--- src/rtl/btb_predictor_if.sv ---
// Fetch/decode/exec side-band bundle of the branch target buffer.
// master = pipeline side, slave = btb_predictor.
interface btb_predictor_if #(
  parameter int ADDR_W = 32,
  parameter int IDX_W  = 3
);
  logic              f_hit;
  logic [IDX_W-1:0]  f_hit_idx;
  logic [ADDR_W-1:0] f_predict_addr;
  logic              f_predict_valid;
  logic [ADDR_W-1:0] f_pc;
  logic              d_alloc;
  logic [ADDR_W-1:0] d_pc;
  logic [ADDR_W-1:0] d_target;
  logic              x_update;
  logic [IDX_W-1:0]  x_idx;
  logic [ADDR_W-1:0] x_pc;
  logic              x_taken;
  logic [ADDR_W-1:0] x_target;

  modport master (
    output f_pc, d_alloc, d_pc, d_target, x_update, x_idx, x_pc, x_taken, x_target,
    input  f_hit, f_hit_idx, f_predict_addr, f_predict_valid
  );

  modport slave (
    input  f_pc, d_alloc, d_pc, d_target, x_update, x_idx, x_pc, x_taken, x_target,
    output f_hit, f_hit_idx, f_predict_addr, f_predict_valid
  );
endinterface

--- src/rtl/btb_predictor.sv ---
// Branch target buffer with 2-bit saturating counters, unique-tag allocation and tag-checked training.
// Optional BTB_PERF_CNT_EN adds saturating hit/update/mispredict counters.
module btb_predictor #(
  parameter int         ADDR_W   = 32,
  parameter int         ENTRIES  = 8,
  parameter int         IDX_W    = 3,
  parameter logic [1:0] CNT_INIT = 2'b10
) (
  input  logic        clk,
  input  logic        rst,
`ifdef BTB_PERF_CNT_EN
  output logic [31:0] perf_hits,
  output logic [31:0] perf_updates,
  output logic [31:0] perf_mispred,
`endif
  btb_predictor_if.slave bus
);

  logic [ADDR_W-1:0]  tag_q [ENTRIES];
  logic [ADDR_W-1:0]  tag_d [ENTRIES];
  logic [ADDR_W-1:0]  tgt_q [ENTRIES];
  logic [ADDR_W-1:0]  tgt_d [ENTRIES];
  logic [1:0]         cnt_q [ENTRIES];
  logic [1:0]         cnt_d [ENTRIES];
  logic [ENTRIES-1:0] vld_q, vld_d;
  logic [IDX_W-1:0]   rr_q, rr_d;

  logic               hit;
  logic [IDX_W-1:0]   hit_idx;
  logic               present;
  logic               free_found;
  logic [IDX_W-1:0]   free_idx;
  logic [IDX_W-1:0]   victim;
  logic               do_alloc;
  logic               upd_ok;

  function automatic logic [1:0] sat_inc(input logic [1:0] c);
    return (c == 2'b11) ? c : c + 2'b01;
  endfunction

  function automatic logic [1:0] sat_dec(input logic [1:0] c);
    return (c == 2'b00) ? c : c - 2'b01;
  endfunction

  function automatic logic [31:0] sat_inc32(input logic [31:0] v);
    return (v == 32'hFFFF_FFFF) ? v : v + 32'd1;
  endfunction

  // Lookup and allocation search both read pre-edge state only.
  always_comb begin
    hit        = 1'b0;
    hit_idx    = '0;
    present    = 1'b0;
    free_found = 1'b0;
    free_idx   = '0;
    for (int i = 0; i < ENTRIES; i++) begin
      if (vld_q[i] && tag_q[i] == bus.f_pc) begin
        hit     = 1'b1;
        hit_idx = IDX_W'(i);
      end
      if (vld_q[i] && tag_q[i] == bus.d_pc) present = 1'b1;
    end
    for (int i = ENTRIES - 1; i >= 0; i--) begin
      if (!vld_q[i]) begin
        free_found = 1'b1;
        free_idx   = IDX_W'(i);
      end
    end
    victim   = free_found ? free_idx : rr_q;
    do_alloc = bus.d_alloc && !present;
    // A training write aimed at the entry being reallocated is stale by definition.
    upd_ok   = bus.x_update && vld_q[bus.x_idx] && tag_q[bus.x_idx] == bus.x_pc &&
               !(do_alloc && victim == bus.x_idx);
  end

  assign bus.f_hit           = hit;
  assign bus.f_hit_idx       = hit_idx;
  assign bus.f_predict_addr  = hit ? tgt_q[hit_idx] : '0;
  assign bus.f_predict_valid = hit && cnt_q[hit_idx][1];

  always_comb begin
    tag_d = tag_q;
    tgt_d = tgt_q;
    cnt_d = cnt_q;
    vld_d = vld_q;
    rr_d  = rr_q;
    if (upd_ok) begin
      if (bus.x_taken) begin
        cnt_d[bus.x_idx] = sat_inc(cnt_q[bus.x_idx]);
        tgt_d[bus.x_idx] = bus.x_target;
      end else begin
        cnt_d[bus.x_idx] = sat_dec(cnt_q[bus.x_idx]);
      end
    end
    if (do_alloc) begin
      tag_d[victim] = bus.d_pc;
      tgt_d[victim] = bus.d_target;
      cnt_d[victim] = CNT_INIT;
      vld_d[victim] = 1'b1;
      if (!free_found) rr_d = rr_q + 1'b1;
    end
  end

  always_ff @(posedge clk) begin
    tag_q <= tag_d;
    tgt_q <= tgt_d;
    if (rst) begin
      vld_q <= '0;
      rr_q  <= '0;
      cnt_q <= '{default: CNT_INIT};
    end else begin
      vld_q <= vld_d;
      rr_q  <= rr_d;
      cnt_q <= cnt_d;
    end
  end

`ifdef BTB_PERF_CNT_EN
  logic [31:0] perf_hits_q, perf_hits_d;
  logic [31:0] perf_updates_q, perf_updates_d;
  logic [31:0] perf_mispred_q, perf_mispred_d;

  always_comb begin
    perf_hits_d    = hit ? sat_inc32(perf_hits_q) : perf_hits_q;
    perf_updates_d = upd_ok ? sat_inc32(perf_updates_q) : perf_updates_q;
    perf_mispred_d = (upd_ok && (bus.x_taken != cnt_q[bus.x_idx][1])) ?
                     sat_inc32(perf_mispred_q) : perf_mispred_q;
  end

  always_ff @(posedge clk) begin
    if (rst) begin
      perf_hits_q    <= '0;
      perf_updates_q <= '0;
      perf_mispred_q <= '0;
    end else begin
      perf_hits_q    <= perf_hits_d;
      perf_updates_q <= perf_updates_d;
      perf_mispred_q <= perf_mispred_d;
    end
  end

  assign perf_hits    = perf_hits_q;
  assign perf_updates = perf_updates_q;
  assign perf_mispred = perf_mispred_q;
`endif

endmodule

--- src/flat_wrapper.sv ---
// flat-port wrapper written by rule: the top's interface ports become plain ports
module btb_predictor_flat 
#(
  parameter int         ADDR_W   = 32,
  parameter int         ENTRIES  = 8,
  parameter int         IDX_W    = 3,
  parameter logic [1:0] CNT_INIT = 2'b10
)
  (clk, rst, bus_f_pc, bus_d_alloc, bus_d_pc, bus_d_target, bus_x_update, bus_x_idx, bus_x_pc, bus_x_taken, bus_x_target, bus_f_hit, bus_f_hit_idx, bus_f_predict_addr, bus_f_predict_valid);
  btb_predictor_if #(.ADDR_W(ADDR_W), .IDX_W(IDX_W)) bus_i ();
  input  logic clk;
  input  logic rst;
  input wire logic [$bits(bus_i.f_pc)-1:0] bus_f_pc;
  input wire logic [$bits(bus_i.d_alloc)-1:0] bus_d_alloc;
  input wire logic [$bits(bus_i.d_pc)-1:0] bus_d_pc;
  input wire logic [$bits(bus_i.d_target)-1:0] bus_d_target;
  input wire logic [$bits(bus_i.x_update)-1:0] bus_x_update;
  input wire logic [$bits(bus_i.x_idx)-1:0] bus_x_idx;
  input wire logic [$bits(bus_i.x_pc)-1:0] bus_x_pc;
  input wire logic [$bits(bus_i.x_taken)-1:0] bus_x_taken;
  input wire logic [$bits(bus_i.x_target)-1:0] bus_x_target;
  output wire logic [$bits(bus_i.f_hit)-1:0] bus_f_hit;
  output wire logic [$bits(bus_i.f_hit_idx)-1:0] bus_f_hit_idx;
  output wire logic [$bits(bus_i.f_predict_addr)-1:0] bus_f_predict_addr;
  output wire logic [$bits(bus_i.f_predict_valid)-1:0] bus_f_predict_valid;
  assign bus_i.f_pc = bus_f_pc;
  assign bus_i.d_alloc = bus_d_alloc;
  assign bus_i.d_pc = bus_d_pc;
  assign bus_i.d_target = bus_d_target;
  assign bus_i.x_update = bus_x_update;
  assign bus_i.x_idx = bus_x_idx;
  assign bus_i.x_pc = bus_x_pc;
  assign bus_i.x_taken = bus_x_taken;
  assign bus_i.x_target = bus_x_target;
  assign bus_f_hit = bus_i.f_hit;
  assign bus_f_hit_idx = bus_i.f_hit_idx;
  assign bus_f_predict_addr = bus_i.f_predict_addr;
  assign bus_f_predict_valid = bus_i.f_predict_valid;
  btb_predictor #(.ADDR_W(ADDR_W), .ENTRIES(ENTRIES), .IDX_W(IDX_W), .CNT_INIT(CNT_INIT)) u_core (.clk(clk), .rst(rst), .bus(bus_i));
endmodule
--- config.mk ---
export PLATFORM = sky130hd
export DESIGN_NAME = btb_predictor_flat
export DESIGN_NICKNAME = d
export VERILOG_FILES = /design/src/rtl/btb_predictor_if.sv /design/src/rtl/btb_predictor.sv /design/src/flat_wrapper.sv
export SDC_FILE = /design/constraint.sdc
export NUM_CORES = 2
export LEC_CHECK = 0
export BUFFER_PORTS_ARGS = -buffer_cell sky130_fd_sc_hd__buf_2
export CORE_ASPECT_RATIO = 1.2
export CORE_MARGIN = 2
export CORE_UTILIZATION = 62
export DETAILED_ROUTE_END_ITERATION = 16
export GPL_TIMING_DRIVEN = 1
export PLACE_DENSITY_LB_ADDON = 0.2
export SLEW_MARGIN = 15
export SYNTH_ARGS = -nofsm -noshare
export SYNTH_HDL_FRONTEND = slang
export SYNTH_SLANG_ARGS = --single-unit
--- constraint.sdc ---
create_clock -name clk -period 6.36 [get_ports clk]
set_input_delay 1.272 -clock clk [delete_from_list [all_inputs] [get_ports clk]]
set_output_delay 1.272 -clock clk [all_outputs]
set_load 0.02 [all_outputs]
==> run metrics <==
CP Cell Sequence buf_2 > buf_4 > xor2_1 > nor4_1 > nand4_1 > nor4_1 > a41oi_1 > o311ai_0 > nand3b_1 > buf_12 > buf_12 > o221ai_1 > buf_2; EDFF count, synth approximately 260; global-route wire length before repair 233000 um; die area approximately 57000 um^2; Slew Viols, Final 0; Period Utilization, post-route 101%; Final ANT Viol Nets 0; Most used DFF post-synth dfxtp_1; Post-Syn Area per Cell between 9 and 10 um^2; Yosys cell types 68; Sequential Power Share around 45%; vias per std cell between 7 and 8; gr ovfl total 0; Critical Path Max Stage Delay ~1.1 ns; fraction of layout cells with a size suffix above 1 between 10% and 20%; failing checks negative setup slack; drt first pass iters 8; Crit-path slowest cell xor2_1; multi-input combinational cell area roughly 19000 um^2; largest family of logic cells by synthesized area compound AO/OA/AOI/OAI gates; Final WS setup -0.0779 ns; Worst path depth 13; clk slew on worst S/H paths ~0.060 ns; starting density of the core a little over three fifths; I/O Buffers a little over 200; Switching Fraction ~30%; Register Area about 13000 um^2; Logic pwr share ~17%; 1st-iter DRT viols 7479; Vias about 35000; antenna violations before repair 19; Post-Synth Simple-Gate Area between 10 and 15%; critical path data required time approximately 5.1 ns; crit path time final ~6.4 ns; # IOs roughly 200; Wirelength per Cell 36.8 um; Clk pwr share a little under two fifths; delay-heaviest family, CP compound AO/OA/AOI/OAI gates; clock root cell clkbuf_16; die span in x 219 um; Synth Area in Adders less than 1%; worst endpoint data arrival time around 5.2 ns; largest net degree at the start of global routing 98; xor/xnor share of the synthesized area 13.8%; P_int between 0.006 and 0.007 W; nets 3852; Clock Skews ~0.035 ns; Final HPWL DP between 100000 and 150000 um; Slew headroom under 10%; Synth Net Count 3874; Power Density 241 nW/um^2; critical path type input pin to primary output; clock latency on the worst-skew pair 0.67 ns; Finish-stage setup viols 3; flops & latches, synth 539; asr flop ratio synth 0%; Total GRT Usage around 56%; CTS tree built; Area growth syn-to-layout 11.3%; vias in the first global route ~33000; WHS Path Cells 2; Synth Warn # 0; sequential cell area fraction in the yosys report between 30% and 40%; Leakage between 10 and 15 nW; Setup Total Neg Slack -0.106 ns; CTS Buf Count 55; most frequent cells in the layout nor2_1 (300), xor2_1 (293), dfxtp_1 (283); Hold Slack 0.461 ns; Compound-Gate Fraction of Synth Area between 10% and 20%; H-tree depth 2; most common cell after layout, fill and taps aside nor2_1; total power slightly above 0.009 W; Mapped Area around 34000 um^2; R2R depth 10; CP Buf/Inv Count 5; Site Rows 94; maximum VDD drop 0.302 mV; RSZ-0062 raised after global routing no; TritonCTS Sinks roughly 540; final hold vios 0; Startpoint Class input pin; die height between 200 and 300 um; Max clock buf depth 3; type of element capturing the critical path primary output; final cell count without fillers about 4500; sw power ~0.0028 W; CP max FO 15; Mapped Cells between 3000 and 4000; Routed WL roughly 160000 um; DRC violations left 0; Slew @ Worst Pin between 1 and 1.5 ns; class of the worst hold path flip-flop to flip-flop; max-cap violation count 0; status finished, violations left; filler instances about 4000; Fmax ~160 MHz; setup bufs post-CTS 0; Core Region about 55000 um^2; gpl congestion roughly 1.2; mux contribution to synthesized area 7.42%; Cells after DPL between 4000 and 5000
[per-stage QoR]
| stage | util (%) | area, um^2 | setup slack, ns |
|---|---|---|---|
| 2_1_floorplan | - | 34400 | 0.820 |
| 3_3_place_gp | 66.1 | 36200 | 0.317 |
| 3_5_place_dp | 66.1 | 36200 | 0.375 |
| 4_1_cts | 69.5 | 38100 | 0.328 |
| 5_1_grt | 69.7 | 38200 | 0.0735 |
| 6_report | 69.8 | 38200 | -0.0779 |
[path summary, 6_finish.rpt]
kind | end | start | slack [ns]
worst min-delay path | u_core.tgt_q[113] | u_core.tgt_q[113] | 0.46
worst max-delay path | bus_f_predict_valid | bus_f_pc[23] | -0.08
worst max register to register | u_core.tgt_q[145] | u_core.tag_q[233] | 1.55
worst min register to register | u_core.tgt_q[113] | u_core.tgt_q[113] | 0.46
[cell usage after synthesis, drive strengths merged, types with 4 or more instances]
cell type	number	area (um^2)
a21boi	7	52.6
a21oi	139	696
a221o	9	90.1
a221oi	26	228
a22o	5	43.8
a22oi	9	67.6
a31oi	261	1630
a41oi	4	35.0
and2	7	43.8
and4	8	70.1
buf	153	747
clkbuf	301	1130
clkinv	5	18.8
dfxtp	283	5670
edfxtp	256	7690
inv	49	184
mux2	31	349
mux2i	175	1750
mux4	20	450
nand2	91	342
nand3	163	816
nand4	73	457
nor2	301	1130
nor2b	10	62.6
nor3	273	1370
nor4	83	519
o21a	4	30.0
o21ai	22	110
o221ai	36	315
o22ai	20	125
o2bb2ai	34	298
o31a	6	52.6
o31ai	4	35.0
o41ai	260	2740
or2	6	37.5
or3	4	25.0
xnor2	243	2130
xor2	298	2610
[sequential cells by signal, summed over array words and instances, names as in the netlist]
signal / flops
u_core.vld_q: 8
u_core.tag_q: 256
u_core.cnt_q: 16
u_core.rr_q: 3
u_core.tgt_q: 256
[area by class of cell]
class | count | area share (%)
multi-input cells | 2658 | 50.2
flip-flops and latches | 539 | 34.9
repair buffers | 375 | 7.04
clock buffers | 73 | 4.01
well taps | 720 | 2.36
clock inverters | 31 | 0.910
inverters | 54 | 0.546
diodes | 8 | 0.0524
[kinds of logic (layout without fill, tap and decap cells)]
logic type	Yosys count	after routing
adders and majority gates	2	2
AOI/OAI and AO/OA	856	856
and+or+nand+nor	1033	1033
other	0	8
buffers and inverters	508	533
xor gates and xnor gates	541	541
muxes	226	226
DFF	539	539
[layer usage]
| layer | global-route usage (%) | wire [um] | vias up |
|---|---|---|---|
| met4 | 47.6 | 19300 | 20 |
| met3 | 23.6 | 25200 | 1217 |
| li1 | - | - | 13900 |
| met1 | 63.9 | 51000 | 16400 |
| met2 | 82.8 | 68600 | 3879 |
| met5 | 0 | 149 | - |
[power groups by stage]
stage                     Clock (W)  Combinational (W)  Sequential, W
after floorplan                   0           0.000948        0.00409
after global placement            0            0.00143        0.00413
after detailed placement          0            0.00147        0.00415
after CTS                   0.00345            0.00148        0.00408
after global routing        0.00358            0.00163        0.00410
final                       0.00351            0.00160        0.00410
[worst register-to-register path, cell delays in order (launching register included)]
cell      delay, ns
edfxtp_1       0.45
xor2_1         1.11
nor4_1         0.43
nand4_1        0.30
nor3_1         0.09
or3_1          0.43
nor4_2         0.32
and2_4         0.71
buf_4          0.48
o41ai_2        0.15
a31oi_1        0.26
[what timing repair did]
item	in CTS	in global routing
hold buffers	0	0
endpoints found under the setup margin	0	32
gates resized for setup	0	3
Note: power is estimated with default switching activity, not from simulation.
